==> src/rtl/btn_scan_pkg.sv <==
// btn_scan_pkg: event codes and scan FSM states shared by the button scanner.
// Used by btn_scan_ctrl and its testbench.
package btn_scan_pkg;

    localparam logic [1:0] EVT_PRESS   = 2'b00;
    localparam logic [1:0] EVT_RELEASE = 2'b01;
    localparam logic [1:0] EVT_REPEAT  = 2'b10;

    typedef enum logic [1:0] {
        ST_IDLE,
        ST_SCAN,
        ST_WAIT
    } scan_state_t;

    function automatic logic [1:0] evt_code(
        input logic level,
        input logic rep
    );
        if (rep) begin
            return EVT_REPEAT;
        end
        if (level) begin
            return EVT_RELEASE;
        end
        return EVT_PRESS;
    endfunction

endpackage

==> src/rtl/scan_tick_gen.sv <==
// scan_tick_gen: scan prescaler, one tick every TICK_DIV clocks while enabled.
// The count is parked at zero whenever enable is low.
module scan_tick_gen #(
    parameter int TICK_DIV = 1000
) (
    input  logic clk,
    input  logic reset_n,
    input  logic enable,
    output logic tick
);

    localparam int PW = $clog2(TICK_DIV);
    localparam logic [PW-1:0] TC = PW'(TICK_DIV - 1);

    logic [PW-1:0] pre_q;
    logic          at_tc;

    assign at_tc = (pre_q == TC);
    assign tick  = enable && at_tc;

    always_ff @(posedge clk or negedge reset_n) begin
        if (!reset_n) begin
            pre_q <= '0;
        end else if (!enable || at_tc) begin
            pre_q <= '0;
        end else begin
            pre_q <= pre_q + 1'b1;
        end
    end

endmodule

==> src/rtl/btn_scan_ctrl.sv <==
// btn_scan_ctrl: one shared debounce engine scanning N_BTN buttons per tick.
// Define BTN_REPEAT_EN to add per-button auto-repeat events.
module btn_scan_ctrl #(
    parameter int N_BTN        = 8,
    parameter int TICK_DIV     = 1000,
    parameter int STABLE_TICKS = 16,
    parameter int REPEAT_DELAY = 500,
    parameter int REPEAT_RATE  = 100
) (
    input  logic                     clk,
    input  logic                     reset_n,
    input  logic                     enable,
    input  logic [N_BTN-1:0]         btn_raw,
    output logic [N_BTN-1:0]         btn_level,
    output logic [N_BTN-1:0]         press_pulse,
    output logic [N_BTN-1:0]         release_pulse,
    output logic                     evt_valid,
    input  logic                     evt_ready,
    output logic [$clog2(N_BTN)-1:0] evt_id,
    output logic [1:0]               evt_type,
    output logic                     overrun
);

    import btn_scan_pkg::*;

    localparam int IDW = $clog2(N_BTN);
    localparam int CW  = $clog2(STABLE_TICKS);
    localparam logic [IDW-1:0] LAST = IDW'(N_BTN - 1);

    if (N_BTN < 2 || N_BTN > 32 || TICK_DIV < N_BTN + 2 ||
        STABLE_TICKS < 2 || REPEAT_RATE >= REPEAT_DELAY) begin : g_bad_cfg
        $error("btn_scan_ctrl: illegal parameter set");
    end

    logic [N_BTN-1:0] meta_q;
    logic [N_BTN-1:0] sync_q;
    logic [N_BTN-1:0] level_q;
    logic [N_BTN-1:0] press_q;
    logic [N_BTN-1:0] release_q;
    logic [CW-1:0]    cnt_q [N_BTN];

    logic             evt_valid_q;
    logic [IDW-1:0]   evt_id_q;
    logic [1:0]       evt_type_q;
    logic             overrun_q;

    scan_state_t      state_q;
    scan_state_t      state_d;
    logic [IDW-1:0]   idx_q;
    logic [IDW-1:0]   idx_d;

    logic             tick;
    logic             cur_sync;
    logic             cur_level;
    logic [CW-1:0]    cur_cnt;
    logic [CW-1:0]    cnt_new;
    logic             differs;
    logic             stable_hit;
    logic             rep_hit;
    logic             evt_due;
    logic             slot_free;
    logic             commit;
    logic             load;

    always_ff @(posedge clk or negedge reset_n) begin
        if (!reset_n) begin
            meta_q <= '0;
            sync_q <= '0;
        end else begin
            meta_q <= btn_raw;
            sync_q <= meta_q;
        end
    end

    scan_tick_gen #(
        .TICK_DIV (TICK_DIV)
    ) u_tick (
        .clk     (clk),
        .reset_n (reset_n),
        .enable  (enable),
        .tick    (tick)
    );

    always_comb begin
        cur_sync   = sync_q[idx_q];
        cur_level  = level_q[idx_q];
        cur_cnt    = cnt_q[idx_q];
        differs    = cur_sync ^ cur_level;
        stable_hit = differs && (int'(cur_cnt) + 1 == STABLE_TICKS);
        cnt_new    = '0;
        if (differs && !stable_hit) begin
            cnt_new = cur_cnt + 1'b1;
        end
    end

`ifdef BTN_REPEAT_EN
    localparam int HW = $clog2(REPEAT_DELAY + 1);
    localparam logic [HW-1:0] RELOAD = HW'(REPEAT_DELAY - REPEAT_RATE);

    logic [HW-1:0] hold_q [N_BTN];
    logic [HW-1:0] cur_hold;
    logic [HW-1:0] hold_new;

    // hold freezes while a release is being debounced
    always_comb begin
        cur_hold = hold_q[idx_q];
        hold_new = cur_hold;
        rep_hit  = 1'b0;
        if (!cur_level || stable_hit) begin
            hold_new = '0;
        end else if (!differs) begin
            if (int'(cur_hold) + 1 == REPEAT_DELAY) begin
                rep_hit  = 1'b1;
                hold_new = RELOAD;
            end else begin
                hold_new = cur_hold + 1'b1;
            end
        end
    end

    always_ff @(posedge clk or negedge reset_n) begin
        if (!reset_n) begin
            for (int i = 0; i < N_BTN; i++) begin
                hold_q[i] <= '0;
            end
        end else if (commit) begin
            hold_q[idx_q] <= hold_new;
        end
    end
`else
    assign rep_hit = 1'b0;
`endif

    assign evt_due   = stable_hit || rep_hit;
    assign slot_free = !evt_valid_q || evt_ready;
    assign load      = commit && evt_due;

    always_ff @(posedge clk or negedge reset_n) begin
        if (!reset_n) begin
            state_q <= ST_IDLE;
            idx_q   <= '0;
        end else begin
            state_q <= state_d;
            idx_q   <= idx_d;
        end
    end

    // WAIT reprocesses idx in the very cycle the slot is accepted
    always_comb begin
        state_d = state_q;
        idx_d   = idx_q;
        commit  = 1'b0;
        unique case (state_q)
            ST_IDLE: begin
                if (tick) begin
                    state_d = ST_SCAN;
                    idx_d   = '0;
                end
            end
            ST_SCAN, ST_WAIT: begin
                if (state_q == ST_SCAN || evt_ready) begin
                    if (evt_due && !slot_free) begin
                        state_d = ST_WAIT;
                    end else begin
                        commit = 1'b1;
                        if (idx_q == LAST) begin
                            state_d = ST_IDLE;
                        end else begin
                            state_d = ST_SCAN;
                            idx_d   = idx_q + 1'b1;
                        end
                    end
                end
            end
            default: begin
                state_d = ST_IDLE;
            end
        endcase
    end

    always_ff @(posedge clk or negedge reset_n) begin
        if (!reset_n) begin
            level_q     <= '0;
            press_q     <= '0;
            release_q   <= '0;
            evt_valid_q <= 1'b0;
            evt_id_q    <= '0;
            evt_type_q  <= EVT_PRESS;
            overrun_q   <= 1'b0;
            for (int i = 0; i < N_BTN; i++) begin
                cnt_q[i] <= '0;
            end
        end else begin
            press_q   <= '0;
            release_q <= '0;
            if (tick && state_q != ST_IDLE) begin
                overrun_q <= 1'b1;
            end
            if (commit) begin
                cnt_q[idx_q] <= cnt_new;
            end
            if (commit && stable_hit) begin
                level_q[idx_q] <= !cur_level;
                if (cur_level) begin
                    release_q[idx_q] <= 1'b1;
                end else begin
                    press_q[idx_q] <= 1'b1;
                end
            end
            if (load) begin
                evt_valid_q <= 1'b1;
                evt_id_q    <= idx_q;
                evt_type_q  <= evt_code(cur_level, rep_hit);
            end else if (evt_ready) begin
                evt_valid_q <= 1'b0;
            end
        end
    end

    assign btn_level     = level_q;
    assign press_pulse   = press_q;
    assign release_pulse = release_q;
    assign evt_valid     = evt_valid_q;
    assign evt_id        = evt_id_q;
    assign evt_type      = evt_type_q;
    assign overrun       = overrun_q;

endmodule

==> config.mk <==
export PLATFORM = sky130hd
export DESIGN_NAME = btn_scan_ctrl
export DESIGN_NICKNAME = d
export VERILOG_FILES = /design/src/rtl/btn_scan_pkg.sv /design/src/rtl/scan_tick_gen.sv /design/src/rtl/btn_scan_ctrl.sv
export SDC_FILE = /design/constraint.sdc
export NUM_CORES = 1
export LEC_CHECK = 0
export ABC_CLOCK_PERIOD_IN_PS = 5250
export CAP_MARGIN = 30
export CORE_MARGIN = 2
export CORE_UTILIZATION = 50
export CTS_CLUSTER_DIAMETER = 200
export DETAILED_ROUTE_END_ITERATION = 10
export PLACE_DENSITY = 0.72
export SLEW_MARGIN = 40
export SYNTH_ARGS = -nofsm -noshare
export SYNTH_HDL_FRONTEND = slang
export SYNTH_HIERARCHICAL = 1
export SYNTH_SLANG_ARGS = --single-unit
==> constraint.sdc <==
create_clock -name clk -period 5.25 [get_ports clk]
set_input_delay 0.7875 -clock clk [delete_from_list [all_inputs] [get_ports clk]]
set_output_delay 0.7875 -clock clk [all_outputs]
set_load 0.02 [all_outputs]
==> flow_metrics.tcl, run 1 <==
set metrics [dict create \
    required_ns 5.47 \
    die_w_um 94.2 \
    cts_buffers 9 \
    rsz0062_at_grt "false" \
    grt_pass1_vias 2758 \
    cts_tree "yes" \
    period_share 0.613 \
    ioPinCount 43 \
    yosysMostFrequentCell "dfrtp_1" \
    synth_common_cells "93 x dfrtp_1, 30 x nor2_1, 28 x o2bb2ai_1, 16 x nand3_1, 16 x o21ai_0" \
    cts_root_buffer "clkbuf_8" \
    port_buffers 41 \
    async_reset_ff_frac 1.00 \
    grt_usage 0.201 \
    syn_inst 324 \
    grt_max_degree 64 \
    grt_overflow 0 \
    clk_pin_slew_worst_paths_ns 0.09 \
    clock-sinks 93 \
    viasPerCell 5.82 \
    outcome "finished, final reports clean" \
    slew_headroom 0.463 \
    rrSetupSlack_ns 2.03 \
    pre_cts_slack_ns 2.10 \
    clk_latency_ns 0.36 \
    arrival_ns 3.44 \
    drt_iter0_markers 144 \
    mappedNetlistNets 343 \
    path_max_fanout 22 \
    gp_congestion 0.800 \
    rr_endpoint "btn_level[4]" \
    hp-class "in2async" \
    worst_slew_pin_slew_ns 0.806 \
    postCtsSetupBuffers 0 \
    layout_setup_ws_ns 2.03 \
    cp_slowest_cell "dfrtp_1" \
    postRouteAntennaNets 0 \
    ys_ff_latch 93 \
    fin_cells 470 \
    setup_tns_ns 0 \
    htree_levels 3 \
    slowest_delay_ns 0.88 \
    synth_area_leaders "dfrtp_1 57%, o2bb2ai_1 6.0%, mux4_2 3.9%" \
    diodes 0 \
    cts-resized-gates 0 \
    crit_chain "mux2_1 > a31oi_1 > and3_1 > o311a_1 > nand4_2 > o21ai_0 > o31ai_1" \
    die_h_um 94.2 \
    rr_startpoint "idx_q[1]" \
    yosysTopAreaCell "dfrtp_1" \
    cp-startpoint "idx_q[1]" \
    core_um2 7810 \
    max_freq_ghz 0.310 \
    cp-end-kind "flop" \
    syn_area_per_cell_um2 12.5 \
    drv_slew 0 \
    nets 382 \
    crit_path_start_kind "flop" \
    irDropWorstVdd_uv 167 \
    grt_pass1_wl_um 13500 \
    synth_edf_count 0 \
    initial_core_util 0.521 \
    cpLargestDelayFamily "compound AO/OA/AOI/OAI gates" \
    vias 2734 \
    crit_buf_inv 0 \
    yosys_warnings 6 \
    holdBufCountCts 0 \
    clock_path_buffers 2 \
    period_needed_ns 3.22 \
    seq_area_frac_synth 0.572 \
    rows 32 \
    cp_num_cells 7 \
    worstSetupPathType "reg2reg" \
    synth.top_cell.area_share 0.572 \
    power.leakage_uw 0.00201 \
    crit_path_end "btn_level[4]" \
    antenna_found_initial 0 \
    ys.flop_type "dfrtp_1" \
    r2r_cells 7 \
    drv_cap 0 \
    hold_viol_final 0 \
    drive_above_1_share 0.122 \
    dp_hpwl_um 5570 \
    placed_cells 454 \
    wl_um 8010 \
    syn-cell-area_um2 4070 \
    finalSetupViolCount 0 \
    first_pass_iters 4 \
    dieArea_um2 8870 \
    wl_per_cell_um 17.0 \
    power_density_nw_per_um2 398 \
    area_growth_syn_to_layout_pct 15.8 \
    synth.distinct_cells 60 \
    finalClockSkew_ns 0.00863 \
    drc 0 \
]
-- worst reg2reg max path, delay by kind of cell, from the launching register on --
kind	cells	cell delay (ns)
AOI/OAI and AO/OA	4	1.06
muxes	1	0.39
and+or+nand+nor	2	0.75
DFF	1	0.88
-- kinds of logic after synthesis --
logic type,Yosys count,synth area share
flip-flops,93,0.572
AND/OR/NAND/NOR,89,0.119
AO/OA/AOI/OAI,83,0.158
buffers and inverters,24,0.0302
multiplexers,20,0.0831
adder cells (fa/ha/maj),7,0.0215
XOR/XNOR,7,0.0151
other,1,0.000922
-- stage by stage --
stage / cell area (um2) / power, uW / util / hold slack [ns]
detailed placement: 4520 / 1450 / 0.579 / 0.335
CTS: 4700 / 1880 / 0.602 / 0.339
global placement: 4520 / 1440 / 0.579 / 0.338
global route: 4710 / 1990 / 0.603 / 0.360
floorplan: 4070 / 1330 / - / 0.331
finish: 4710 / 1870 / 0.603 / 0.332
-- report_power, final --
part	switching (uW)	internal [uW]	total [uW]
clock	243	186	429
combinational	291	224	515
sequential	123	807	930
-- registers in the layout (all words and copies together) (netlist names), 3 cells and up --
name / flops
release_pulse: 8
cnt_q: 32
idx_q: 3
btn_level: 8
meta_q: 8
evt_id: 3
sync_q: 8
press_pulse: 8
u_tick/pre_q: 10
-- worst min path at each step --
stage | startpoint | endpoint | slack (ns)
after floorplan | meta_q[0] | sync_q[0] | 0.33
after global placement | meta_q[2] | sync_q[2] | 0.34
after detailed placement | meta_q[2] | sync_q[2] | 0.33
after CTS | reset_n | release_pulse[1] | 0.34
after global routing | reset_n | release_pulse[1] | 0.36
final | reset_n | release_pulse[1] | 0.33
-- per-layer routing --
layer,part of all wire,track usage
met5,0,0
met4,0.019,0.0845
met3,0.049,0.0329
met2,0.48,0.325
met1,0.45,0.270
-- final cells by class --
class	count	area, um2
Tap cell	102	128
Fill cell	657	3100
Sequential cell	93	2330
Inverter	10	37.5
Timing Repair Buffer	42	419
Clock inverter	5	35.0
Multi-Input combinational cell	207	1620
Clock buffer	11	141
-- layout by cell type (no fill, tap or decap), types with 4 or more instances in the layout --
cell	synthesis	final
a21o_1	4	4
a31oi_1	4	4
clkbuf_8	0	10
clkdlybuf4s50_1	0	40
dfrtp_1	93	91
ha_1	7	7
inv_1	10	10
mux2_2	4	4
mux4_2	7	7
nand2_1	13	13
nand2b_1	4	4
nand3_1	16	16
nor2_1	30	30
o21ai_0	16	16
o2bb2ai_1	28	28
o31ai_1	8	8
xor2_1	4	4
Power figures use the tool's default switching activity.
==> run 2: changes to the inputs <==
ABC_CLOCK_PERIOD_IN_PS = 2700   (was 5250)
PLACE_DENSITY = 0.75   (was 0.72)
clock period = 2.7 ns   (was 5.25 ns; I/O delays follow)
==> run 2 against run 1 <==
Compared with the run above:
- power increased by 110%
- worst hold slack lost 0.28 ns
- clock-buffer cell count down 1
- die area is the same
- routed wire length up 0.34%
- global-route usage fell by 0.22 points
- first-iteration DRC count up 57%
- via count rose by 1.7%
- critical path type unchanged
==> flow_metrics.tcl, run 2 (synthesis gave the netlist of run 1 again) <==
set metrics [dict create \
    layout_commonest_cell "dfrtp_1" \
    fin_cells 482 \
    clk_latency_ns 0.36 \
    grt_pass1_vias 2825 \
    diodes 0 \
    hp-class "in2async" \
    grt_max_degree 50 \
    core_um2 7810 \
    wl_per_cell_um 16.7 \
    drc 0 \
    worst_slew_pin_slew_ns 0.611 \
    die_h_um 94.2 \
    hold_viol_final 0 \
    drv_cap 0 \
    fin_util 0.626 \
    rows 32 \
    drv_slew 0 \
    wl_um 8040 \
    layout_setup_ws_ns 0.0840 \
    irDropWorstVdd_uv 334 \
    largest_register "cnt_q" \
    antenna_found_initial 0 \
    fill_cells 618 \
    cts_buffers 9 \
    period_share 0.969 \
    worstSetupPathType "reg2reg" \
    grt_usage 0.199 \
    arrival_ns 2.89 \
    path_max_fanout 21 \
    dp_hpwl_um 5610 \
    clk_pin_slew_worst_paths_ns 0.10 \
    finalInstanceArea_um2 4890 \
    mostFrequentLayoutCells "91 x dfrtp_1, 40 x clkdlybuf4s50_1, 30 x nor2_1" \
    slew_headroom 0.593 \
    grt_pass1_wl_um 13500 \
    largest_reg_flops 32 \
    top_regs "cnt_q x32, u_tick/pre_q x10" \
    gp_congestion 0.818 \
    finalSetupViolCount 0 \
    placed_cells 466 \
    max_freq_ghz 0.382 \
    htree_levels 3 \
    power.leakage_uw 0.00209 \
    finalClockSkew_ns 0.00951 \
    viasPerCell 5.77 \
    multi_input_area_um2 1670 \
    period_needed_ns 2.62 \
    postRouteAntennaNets 0 \
    vias 2781 \
    drt_iter0_markers 226 \
    clock_path_buffers 2 \
    power_density_nw_per_um2 795 \
    seq_area_um2 2330 \
    die_w_um 94.2 \
    area_growth_syn_to_layout_pct 20.2 \
    rsz0062_at_grt "true" \
    initial_core_util 0.521 \
    ioPinCount 43 \
    holdBufCountCts 0 \
    port_buffers 41 \
    required_ns 2.98 \
    cts_root_buffer "clkbuf_8" \
    outcome "finished, final reports clean" \
    placed_cell_area_um2 4640 \
    drive_above_1_share 0.168 \
    first_pass_iters 4 \
    crit_path_start_kind "flop" \
    cts_tree "yes" \
    nets 394 \
    clock-sinks 93 \
    dieArea_um2 8870 \
    cp-end-kind "flop" \
    grt_overflow 0 \
    pre_cts_slack_ns 0.00855 \
    whs_ns 0.0483 \
]
[run 2: cell types whose count changed in the layout (fill, tap and decap cells not counted), sizes merged]
cell / before / now
buf: 2 / 14
clkinv: 3 / 1
clkbuf: 11 / 10
inv: 11 / 14
[run 2: through the flow]
| step | power, uW | TNS, ns |
|---|---|---|
| 6_report | 3890 | 0 |
| 4_1_cts | 3820 | 0 |
| 3_3_place_gp | 2900 | 0 |
| 2_1_floorplan | 2580 | 0 |
| 5_1_grt | 4120 | -0.402 |
| 3_5_place_dp | 2930 | 0 |
[run 2: report_power, final]
part	total, uW	internal (uW)	switching (uW)
Combinational	1300	561	739
Sequential	1700	1570	126
Clock	889	378	512
[run 2: worst max-delay path, cell delays in order (launching register included)]
cell	delay [ns]
dfrtp_1	0.41
buf_12	0.19
mux4_2	0.54
mux2i_2	0.21
inv_1	0.07
ha_1	0.23
nand4_1	0.16
o21ai_2	0.13
or3_4	0.42
o2bb2ai_1	0.17
[run 2: final cells by class]
type / instances / share of cell area
clock buffer: 10 / 0.0282
inverter: 10 / 0.00768
tap: 102 / 0.0261
sequential: 93 / 0.477
multi-input combinational: 207 / 0.342
timing repair buffer: 54 / 0.109
clock inverter: 6 / 0.0110
[run 2: path summary, 6_finish.rpt]
path / startpoint / to / slack, ns / cells after the start
min: reset_n / release_pulse[5] / 0.05 / 1
max: idx_q[0] / cnt_q[28] / 0.08 / 9
min in group clk: meta_q[4] / sync_q[4] / 0.35 / 0
max in group asynchronous: reset_n / cnt_q[8] / 1.99 / 2
max reg2reg: idx_q[0] / cnt_q[28] / 0.08 / 9
min reg2reg: meta_q[4] / sync_q[4] / 0.35 / 0
[run 2: per-layer routing]
metal	vias to the layer above	track usage	share of wire
met4	0	0.0797	0.020
met1	1380	0.281	0.46
met5	-	0	0
met3	14	0.0417	0.050
li1	1305	-	-
met2	82	0.300	0.47
[run 2: timing repair]
action	in CTS	in global routing
buffers inserted	0	0
gates resized for setup	1	10
cloned	0	0
pin swaps	0	0
setup endpoints to repair	1	55
==> run 3: changes to the inputs <==
CORE_UTILIZATION = 25   (was 50)
CTS_CLUSTER_SIZE = 8   (was default)
PLACE_DENSITY = default   (was 0.75)
SYNTH_HIERARCHICAL = default   (was 1)
==> run 3 against run 2 <==
Compared with the run above:
- non-clock buffer count grew 33
- worst hold slack gained 0.017 ns
- synthesized cell count grew 9.3%
- maximum frequency shrank 2.6%
==> flow_metrics.tcl, run 3 <==
set metrics [dict create \
    drv_cap 0 \
    async_reset_ff_frac 1.00 \
    ys.flop_type "dfrtp_1" \
    max_freq_ghz 0.372 \
    dp_hpwl_um 6940 \
    clock-sinks 93 \
    grt-busiest-layer "met2" \
    power_density_nw_per_um2 906 \
    power_uw 5260 \
    core_um2 16700 \
    nets 456 \
    period_share 0.995 \
    cpMostUsedCell "buf_12" \
    synth_area_leaders "dfrtp_1 54%, mux2_2 8.7%, nor2_1 3.2%" \
    grt_max_degree 49 \
    largest_reg_flops 32 \
    grt_use_met2 0.173 \
    grt_overflow 0 \
    clock_path_buffers 2 \
    cts_buffers 9 \
    seq_area_um2 2330 \
    holdBufCountCts 0 \
    postRouteAntennaNets 0 \
    layout_commonest_cell "dfrtp_1" \
    cts_root_buffer "clkbuf_16" \
    top_regs "cnt_q x32, u_tick.pre_q x10" \
    synth.top_cell.area_share 0.543 \
    path_max_fanout 6 \
    drv_slew 0 \
    initial_core_util 0.257 \
    finalSetupViolCount 0 \
    cts_tree "yes" \
    worst_slew_pin_slew_ns 0.605 \
    slowest_delay_ns 0.45 \
    diodes 0 \
    worstSetupPathType "reg2reg" \
    hp-class "in2async" \
    synth_edf_count 0 \
    fin_cells 662 \
    mostFrequentLayoutCells "90 x dfrtp_1, 40 x clkdlybuf4s50_1, 35 x nor2_1, 35 x buf_4, 29 x mux2_2" \
    fill_cells 1678 \
    placed_cells 642 \
    yosysMostFrequentCell "dfrtp_1" \
    crit_chain "buf_12 > mux4_2 > mux2_4 > ha_4 > nand3_4 > buf_6 > a2111oi_4 > nand3_2 > buf_12 > nor4_2 > mux2_1" \
    syn_area_per_cell_um2 12.1 \
    largest_register "cnt_q" \
    hold_viol_final 0 \
    finalClockSkew_ns 0.0114 \
    yosysTopAreaCell "dfrtp_1" \
    mappedNetlistNets 373 \
    port_buffers 41 \
    pre_cts_slack_ns -0.0121 \
    period_needed_ns 2.69 \
    use_met3 0.0255 \
    layout_setup_ws_ns 0.0131 \
    antenna_found_initial 0 \
    arrival_ns 2.93 \
    syn_inst 354 \
    cp-end-kind "flop" \
    irDropWorstVdd_uv 431 \
    multi_input_area_um2 1980 \
    grt_usage 0.109 \
    outcome "finished, final reports clean" \
    wl_um 9730 \
    dieArea_um2 18200 \
    cp_slowest_cell "dfrtp_2" \
    viasPerCell 4.38 \
    first_pass_iters 4 \
    vias 2900 \
    rsz0062_at_grt "true" \
    rows 47 \
    ioPinCount 43 \
    grt_use_met1 0.144 \
    grt_pass1_vias 3000 \
    wl_per_cell_um 14.7 \
    fin_util 0.347 \
    clk_pin_slew_worst_paths_ns 0.07 \
    htree_levels 3 \
    drc 0 \
    ys_ff_latch 93 \
    required_ns 2.94 \
    crit_path_start_kind "flop" \
    clk_latency_ns 0.35 \
    die_w_um 135 \
    area_growth_syn_to_layout_pct 35.3 \
    die_h_um 135 \
    grt_pass1_wl_um 15500 \
    syn-cell-area_um2 4290 \
    drt_iter0_markers 195 \
    synth.distinct_cells 50 \
    power.leakage_uw 0.00254 \
    finalInstanceArea_um2 5800 \
    gp_congestion 0.860 \
    seq_area_frac_synth 0.543 \
    slew_headroom 0.596 \
    synth_common_cells "93 x dfrtp_1, 37 x nor2_1, 33 x mux2_2, 29 x nand2_1, 13 x mux2i_1" \
    drive_above_1_share 0.337 \
    yosys_warnings 0 \
    placed_cell_area_um2 5210 \
]
run 3: power breakdown:
part / internal, uW / switching, uW
clock: 754 / 613
combinational: 1000 / 1140
sequential: 1600 / 154
total: 3350 / 1910
run 3: cell families after synthesis:
family,share of synthesized area
xor gates and xnor gates,0.0163
other,0.000874
buffers and inverters,0.0338
and+or+nand+nor,0.146
adders and majority gates,0.0204
muxes,0.183
AOI/OAI and AO/OA,0.0572
DFF,0.543
run 3: worst max-delay path: cells and delay by family, from the launching register on:
family | cells | cell delay, ns
and+or+nand+nor | 3 | 0.41
DFF | 1 | 0.45
AOI/OAI and AO/OA | 1 | 0.19
muxes | 3 | 0.89
adders and majority gates | 1 | 0.15
buffers and inverters | 3 | 0.47
run 3: what timing repair did:
action                                 4_1_cts  5_1_grt
endpoints found under the hold margin        0        0
pin swaps                                    0        2
gates cloned                                 0        2
buffers inserted                             0        2
setup endpoints to repair                   16       60
resized for setup                            5       43
run 3: area by class of cell:
type	instances	share of cell area
Clock inverter	7	0.0177
Tap cell	220	0.0474
Timing Repair Buffer	87	0.147
Multi-Input combinational cell	235	0.340
Sequential cell	93	0.402
Inverter	11	0.00712
Clock buffer	9	0.0388
run 3: path summary, 6_finish.rpt:
check | from | endpoint | slack [ns] | cells past startpoint
min reg2reg | meta_q[1] | sync_q[1] | 0.35 | 0
max reg2reg | idx_q[0] | btn_level[1] | 0.01 | 11
min in group clk | meta_q[1] | sync_q[1] | 0.35 | 0
max | idx_q[0] | btn_level[1] | 0.01 | 11
max in group asynchronous | reset_n | idx_q[0] | 1.95 | 2
min | reset_n | press_pulse[0] | 0.07 | 1
run 3: through the flow:
step                      setup TNS (ns)  hold slack, ns
after detailed placement         -0.0239           0.335
after CTS                              0          0.0832
after floorplan                        0           0.109
after global routing              -0.704           0.117
final                                  0          0.0655
after global placement         -0.000790           0.337
run 3: routing by layer:
metal,vias to the layer above,wire [um]
met2,66,4560
met5,-,0
met1,1420,4640
met3,14,388
li1,1400,-
met4,0,139
